===== config.mk =====
export PLATFORM = sky130hd
export DESIGN_NAME = alu_result_buffer
export DESIGN_NICKNAME = d
export VERILOG_FILES = /design/src/rtl/alu_result_buffer.sv
export SDC_FILE = /design/constraint.sdc
export NUM_CORES = 1
export LEC_CHECK = 0
export ABC_AREA = 1
export BUFFER_PORTS_ARGS = -buffer_cell sky130_fd_sc_hd__buf_2
export CAP_MARGIN = 0
export CORE_MARGIN = 5
export CORE_UTILIZATION = 45
export CTS_CLUSTER_DIAMETER = 120
export CTS_CLUSTER_SIZE = 28
export DETAILED_ROUTE_END_ITERATION = 12
export PLACE_DENSITY = 0.66
export SLEW_MARGIN = 20
export SYNTH_ARGS = -nofsm -noshare
export SYNTH_HDL_FRONTEND = slang
export SYNTH_SLANG_ARGS = --single-unit

===== constraint.sdc =====
create_clock -name clock -period 6.6 [get_ports clock]
set_input_delay 0.33 -clock clock [delete_from_list [all_inputs] [get_ports clock]]
set_output_delay 0.33 -clock clock [all_outputs]
set_load 0.01 [all_outputs]

===== src/rtl/alu_result_buffer.sv =====
//==============================================================================
// Module   : alu_result_buffer
// Purpose  : Result stage behind the ALU. Each accepted ALU result
//            {opcode, Zhigh, Zlow} is queued in a small FIFO. The head entry is
//            presented to the bus/writeback side through a valid/ready
//            handshake as Zlow plus zero/negative flags. MUL and DIV results
//            are committed into the architectural HI/LO registers when they
//            are popped.
// Ports    : clock      - rising-edge clock
//            clear_n    - asynchronous active-low reset
//            flush      - synchronous discard of every buffered entry
//            in_valid   - ALU result valid this cycle
//            in_ready   - buffer can accept an entry
//            opcode     - ALU opcode of the incoming result
//            Zhigh/Zlow - ALU upper/lower result words
//            out_valid  - head entry available
//            out_ready  - consumer takes the head entry
//            out_opcode - head opcode        (0 while empty)
//            out_data   - head Zlow          (0 while empty)
//            out_zero   - head Zlow == 0     (0 while empty)
//            out_neg    - head Zlow sign bit (0 while empty)
//            hi/lo      - architectural HI/LO registers
//            count      - number of occupied entries
// Revision : 1.0 - initial release
//==============================================================================
`default_nettype none

module alu_result_buffer #(
    parameter int unsigned WIDTH  = 32,
    parameter int unsigned DEPTH  = 2,       // power of two, >= 2
    parameter logic [4:0]  OP_MUL = 5'b01111,
    parameter logic [4:0]  OP_DIV = 5'b10000
) (
    input  logic                     clock,
    input  logic                     clear_n,
    input  logic                     flush,
    input  logic                     in_valid,
    output logic                     in_ready,
    input  logic [4:0]               opcode,
    input  logic [WIDTH-1:0]         Zhigh,
    input  logic [WIDTH-1:0]         Zlow,
    output logic                     out_valid,
    input  logic                     out_ready,
    output logic [4:0]               out_opcode,
    output logic [WIDTH-1:0]         out_data,
    output logic                     out_zero,
    output logic                     out_neg,
    output logic [WIDTH-1:0]         hi,
    output logic [WIDTH-1:0]         lo,
    output logic [$clog2(DEPTH):0]   count
);

    localparam int unsigned c_AW = $clog2(DEPTH);
    localparam int unsigned c_CW = c_AW + 1;

    localparam logic [c_CW-1:0] c_DEPTH_CNT = c_CW'(DEPTH);
    localparam logic [c_CW-1:0] c_CNT_ONE   = 1;
    localparam logic [c_AW-1:0] c_PTR_ONE   = 1;

    // Pointer and occupancy state
    logic [c_AW-1:0]  wr_ptr_q, wr_ptr_d;
    logic [c_AW-1:0]  rd_ptr_q, rd_ptr_d;
    logic [c_CW-1:0]  count_q,  count_d;

    // Architectural HI/LO
    logic [WIDTH-1:0] hi_q, hi_d;
    logic [WIDTH-1:0] lo_q, lo_d;

    // Entry storage; contents are only meaningful between rd_ptr and wr_ptr,
    // so it carries no reset.
    logic [4:0]       mem_op_q [DEPTH];
    logic [WIDTH-1:0] mem_hi_q [DEPTH];
    logic [WIDTH-1:0] mem_lo_q [DEPTH];

    logic             w_not_empty;
    logic             w_push;
    logic             w_pop;
    logic             w_commit;
    logic [4:0]       w_head_op;
    logic [WIDTH-1:0] w_head_hi;
    logic [WIDTH-1:0] w_head_lo;

    //--------------------------------------------------------------------------
    // Handshake qualification
    //--------------------------------------------------------------------------
    assign w_not_empty = (count_q != '0);

    // in_ready depends only on registered occupancy and flush, never on
    // out_ready: a full buffer does not accept even if a pop happens this cycle.
    assign in_ready    = (count_q < c_DEPTH_CNT) & ~flush;
    assign w_push      = in_valid & in_ready;

    // A pop that coincides with flush is discarded, so it must not commit.
    assign w_pop       = w_not_empty & out_ready & ~flush;

    assign w_head_op   = mem_op_q[rd_ptr_q];
    assign w_head_hi   = mem_hi_q[rd_ptr_q];
    assign w_head_lo   = mem_lo_q[rd_ptr_q];

    assign w_commit    = w_pop & ((w_head_op == OP_MUL) | (w_head_op == OP_DIV));

    //--------------------------------------------------------------------------
    // Next-state logic
    //--------------------------------------------------------------------------
    always_comb begin
        wr_ptr_d = wr_ptr_q;
        rd_ptr_d = rd_ptr_q;
        count_d  = count_q;
        hi_d     = hi_q;
        lo_d     = lo_q;

        if (flush) begin
            wr_ptr_d = '0;
            rd_ptr_d = '0;
            count_d  = '0;
        end else begin
            // DEPTH is a power of two, so natural pointer overflow wraps.
            if (w_push) begin
                wr_ptr_d = wr_ptr_q + c_PTR_ONE;
            end
            if (w_pop) begin
                rd_ptr_d = rd_ptr_q + c_PTR_ONE;
            end
            case ({w_push, w_pop})
                2'b10:   count_d = count_q + c_CNT_ONE;
                2'b01:   count_d = count_q - c_CNT_ONE;
                default: count_d = count_q;
            endcase
        end

        // MUL: {Zhigh,Zlow} -> {HI,LO}; DIV: remainder -> HI, quotient -> LO.
        // Both map the stored words identically.
        if (w_commit) begin
            hi_d = w_head_hi;
            lo_d = w_head_lo;
        end
    end

    //--------------------------------------------------------------------------
    // State registers
    //--------------------------------------------------------------------------
    always_ff @(posedge clock or negedge clear_n) begin
        if (!clear_n) begin
            wr_ptr_q <= '0;
            rd_ptr_q <= '0;
            count_q  <= '0;
            hi_q     <= '0;
            lo_q     <= '0;
        end else begin
            wr_ptr_q <= wr_ptr_d;
            rd_ptr_q <= rd_ptr_d;
            count_q  <= count_d;
            hi_q     <= hi_d;
            lo_q     <= lo_d;
        end
    end

    always_ff @(posedge clock) begin
        if (w_push) begin
            mem_op_q[wr_ptr_q] <= opcode;
            mem_hi_q[wr_ptr_q] <= Zhigh;
            mem_lo_q[wr_ptr_q] <= Zlow;
        end
    end

    //--------------------------------------------------------------------------
    // Outputs: head fields are gated by out_valid so stale storage never
    // shows on the bus while the buffer is empty.
    //--------------------------------------------------------------------------
    assign out_valid  = w_not_empty;
    assign out_opcode = w_not_empty ? w_head_op : 5'd0;
    assign out_data   = w_not_empty ? w_head_lo : '0;
    assign out_zero   = w_not_empty & (w_head_lo == '0);
    assign out_neg    = w_not_empty & w_head_lo[WIDTH-1];
    assign hi         = hi_q;
    assign lo         = lo_q;
    assign count      = count_q;

endmodule

`default_nettype wire


==> metrics.log <==
INFO  metric status = finished, violations left
INFO  metric violated_checks = negative hold slack
INFO  metric gr-total-overflow = 0
INFO  metric timing_worst_setup_path_type = reg2reg
INFO  metric drtAntennaViolNets = 0
INFO  metric utilization_of_the_core_after_routing = between 50% and 60%
INFO  metric dp.final_hpwl = 11,900 µm
INFO  metric clk_pin_slew = 0.11 ns
INFO  metric layout-area-overhead-vs-synth = 16.6%
INFO  metric p_leak = around 4.5 nW
INFO  metric drive_gt1_share = 22.7%
INFO  metric synth_fp_nets = 831
INFO  metric synthDominantAreaCellType = edfxtp_1
INFO  metric synth.ff_latch_count = roughly 210
INFO  metric drv.max_cap_violation_count = 0
INFO  metric routed-via-count = 5,587
INFO  metric critical_path.startpoint_type = flop
INFO  metric die_x = approximately 140 µm
INFO  metric dr.pass1.iters = 5
INFO  metric synth_sequential_area_ratio = a little under three quarters
INFO  metric critPathRequiredTime = ~7.0 ns
INFO  metric tritoncts = done
INFO  metric power.density_cell_area = around 360 nW/µm²
INFO  metric dominantRegCellSynth = edfxtp_1
INFO  metric num_io_pins = 181
INFO  metric io_buffer_count = 180
INFO  metric hold_ws = -0.00914 ns
INFO  metric largest_cells_by_area_after_synthesis = edfxtp_1, dfrtp_1, nand2_1
INFO  metric detail_route.wirelength = 18,700 µm
INFO  metric cts-resized-gates = 0
INFO  metric synth.most_common_cell = nand2_1
INFO  metric worst_pin_slew = about 1.0 ns
INFO  metric clk-insertion-delay-late = around 0.46 ns
INFO  metric grt_antenna_before_repair = 0
INFO  metric synth.cell_area = ~8200 µm²
INFO  metric data_arrival_critical_path = 3.28 ns
INFO  metric vias_in_the_first_global_route = between 5,000 and 6,000
INFO  metric drt-vias-per-instance = 4.85
INFO  metric clk_root_buffer_cell = clkbuf_16
INFO  metric achievable-frequency = ~350 MHz
INFO  metric clkSinkCount = around 210
INFO  metric timing.final.crit_share = ~44%
INFO  metric layout_min_cycle_time = ~2.9 ns
INFO  metric ir_worst_vdd = ~0.28 mV
INFO  metric synth.cells.most_frequent = nand2_1, edfxtp_1, nand3_1, dfrtp_1, nor2_1
INFO  metric design.die.area = about 21,000 µm²
INFO  metric floorplan.initialDensity = a little under half
INFO  metric synth_async_sr_flop_share = 33.0%
INFO  metric synth.distinct_cells = 20
INFO  metric h-tree-depth = 1
INFO  metric critical_path.endpoint_type = flop
INFO  metric aggregate_negative_setup_slack = 0 ns
INFO  metric numPlacedInstances = approximately 1,100
INFO  metric cts_inserted_buffers = 11
INFO  metric setup_repair_after_global_routing_missed_its_margin = false
INFO  metric num_antenna_cells = 0
INFO  metric number_of_drc_markers_in_iteration_0 = 362
INFO  metric count_of_flip_flops_with_a_built_in_enable_after_synthesis = roughly 140
INFO  metric ys.warnings.count = 0
INFO  metric drv_slew = 0
INFO  metric fin_cells = approximately 1,200
INFO  metric weighted_congestion_at_the_end_of_routability_driven_global_placement = 0.788
INFO  metric grt_max_degree = 78
INFO  metric max-slew-margin-rel = 33.1%
INFO  metric nets = between 900 and 1,000
INFO  metric post_cts.repair.setup_buffers = 0
INFO  metric cts_max_path_buffers = 3
INFO  metric grt_use_total = 17.8%
INFO  metric detail_route.wl_per_cell = around 16 µm
INFO  metric hold_buffers = 0
INFO  metric timing.final.hold_violations = 14
INFO  metric die_h = 145 µm
INFO  metric finalSetupViolations = 0
INFO  metric num_rows = 49
INFO  metric route.detailed.drc = 0
INFO  metric netlist.area_leader.share = around half
INFO  metric hold_path_class = in2async
INFO  metric avgSynthCellArea = 10.8 µm²
INFO  metric floorplan.core_area = ~18,000 µm²
INFO  metric grt_pass1_wl = 29,000 µm
INFO  metric critical_path_peak_fanout = between 40 and 50
INFO  metric cell_count_after_synthesis = about 760
INFO  metric finalClockSkew = 0.0272 ns
==> per-layer routing <==
layer	share of wire [%]	global-route usage, %	wire length (µm)
met2	51	31.4	9470
met4	1.3	3.34	248
met5	0	0	0
met1	43	24.2	8050
met3	5.0	1.88	926
==> final timing paths <==
| kind | slack, ns | start | to | cells past startpoint |
|---|---|---|---|---|
| hold reg to reg | 0.48 | hi[19] | hi[19] | 2 |
| setup reg to reg | 3.72 | rd_ptr_q | lo[11] | 11 |
| min in group clock | 0.05 | Zlow[4] | mem_lo_q[1][4] | 1 |
| setup / recovery | 3.72 | rd_ptr_q | lo[11] | 11 |
| hold / removal | -0.009 | clear_n | hi[23] | 1 |
| max in group asynchronous | 6.01 | clear_n | rd_ptr_q | 1 |
==> stage by stage <==
stage | worst slack, ns | power (mW) | cell area (µm²)
finish | 3.72 | 3.47 | 9510
global route | 3.34 | 3.70 | 9510
CTS | 3.62 | 3.52 | 9510
detailed placement | 3.67 | 2.80 | 9190
global placement | 3.70 | 2.78 | 9190
floorplan | 2.42 | 2.36 | 8150
==> flip-flops by register name, summed over array words and instances, names as in the netlist <==
name,count
mem_hi_q,64
mem_lo_q,64
hi,32
lo,32
mem_op_q,10
count,2
rd_ptr_q,1
wr_ptr_q,1
==> kinds of logic (layout without fill, tap and decap cells) <==
| logic type | count (synthesis) | after routing | share of synthesized area, % |
|---|---|---|---|
| AOI/OAI and AO/OA | 41 | 41 | 2.52 |
| and+or+nand+nor | 447 | 447 | 21.8 |
| buffers and inverters | 63 | 228 | 3.94 |
| DFF | 206 | 206 | 71.7 |
==> worst max-delay path: stages (launching register included) <==
cell,delay (ns)
dfrtp_2,0.42
inv_2,0.48
buf_4,0.44
nand2_1,0.12
nand2_1,0.10
nor2_1,0.05
nand3_1,0.09
nand2_2,0.06
nand2_2,0.34
buf_4,0.49
nand2_1,0.11
nand2_1,0.08
==> power by group <==
part | switching, mW | internal (mW)
clock | 0.400 | 0.322
combinational | 0.703 | 0.336
sequential | 0.103 | 1.61
total | 1.21 | 2.26
==> cell usage in the layout, fill, tap and decap left out <==
cell type	Yosys	final
nand2_1	337	336
or2_2	1	1
nor2_4	0	4
clkbuf_16	0	11
buf_4	4	8
nor3_1	2	2
nand2_2	1	2
edfxtp_1	138	138
inv_1	22	22
nor2_1	33	30
inv_2	2	2
o21ai_0	11	11
nand4_1	1	1
o21ai_1	1	1
dfrtp_2	0	1
a21oi_1	29	29
nand3_1	71	71
buf_2	20	179
inv_16	0	1
dfrtp_1	68	67
clkbuf_1	7	5
==> final cells by class <==
| class | instances | area (µm²) |
|---|---|---|
| Clock buffer | 16 | 294 |
| Clock inverter | 1 | 20.0 |
| Fill cell | 1643 | 8390 |
| Inverter | 24 | 90.1 |
| Multi-Input combinational cell | 488 | 2010 |
| Sequential cell | 206 | 5850 |
| Tap cell | 229 | 287 |
| Timing Repair Buffer | 187 | 956 |
No activity file was read; power rests on OpenSTA's default activity.
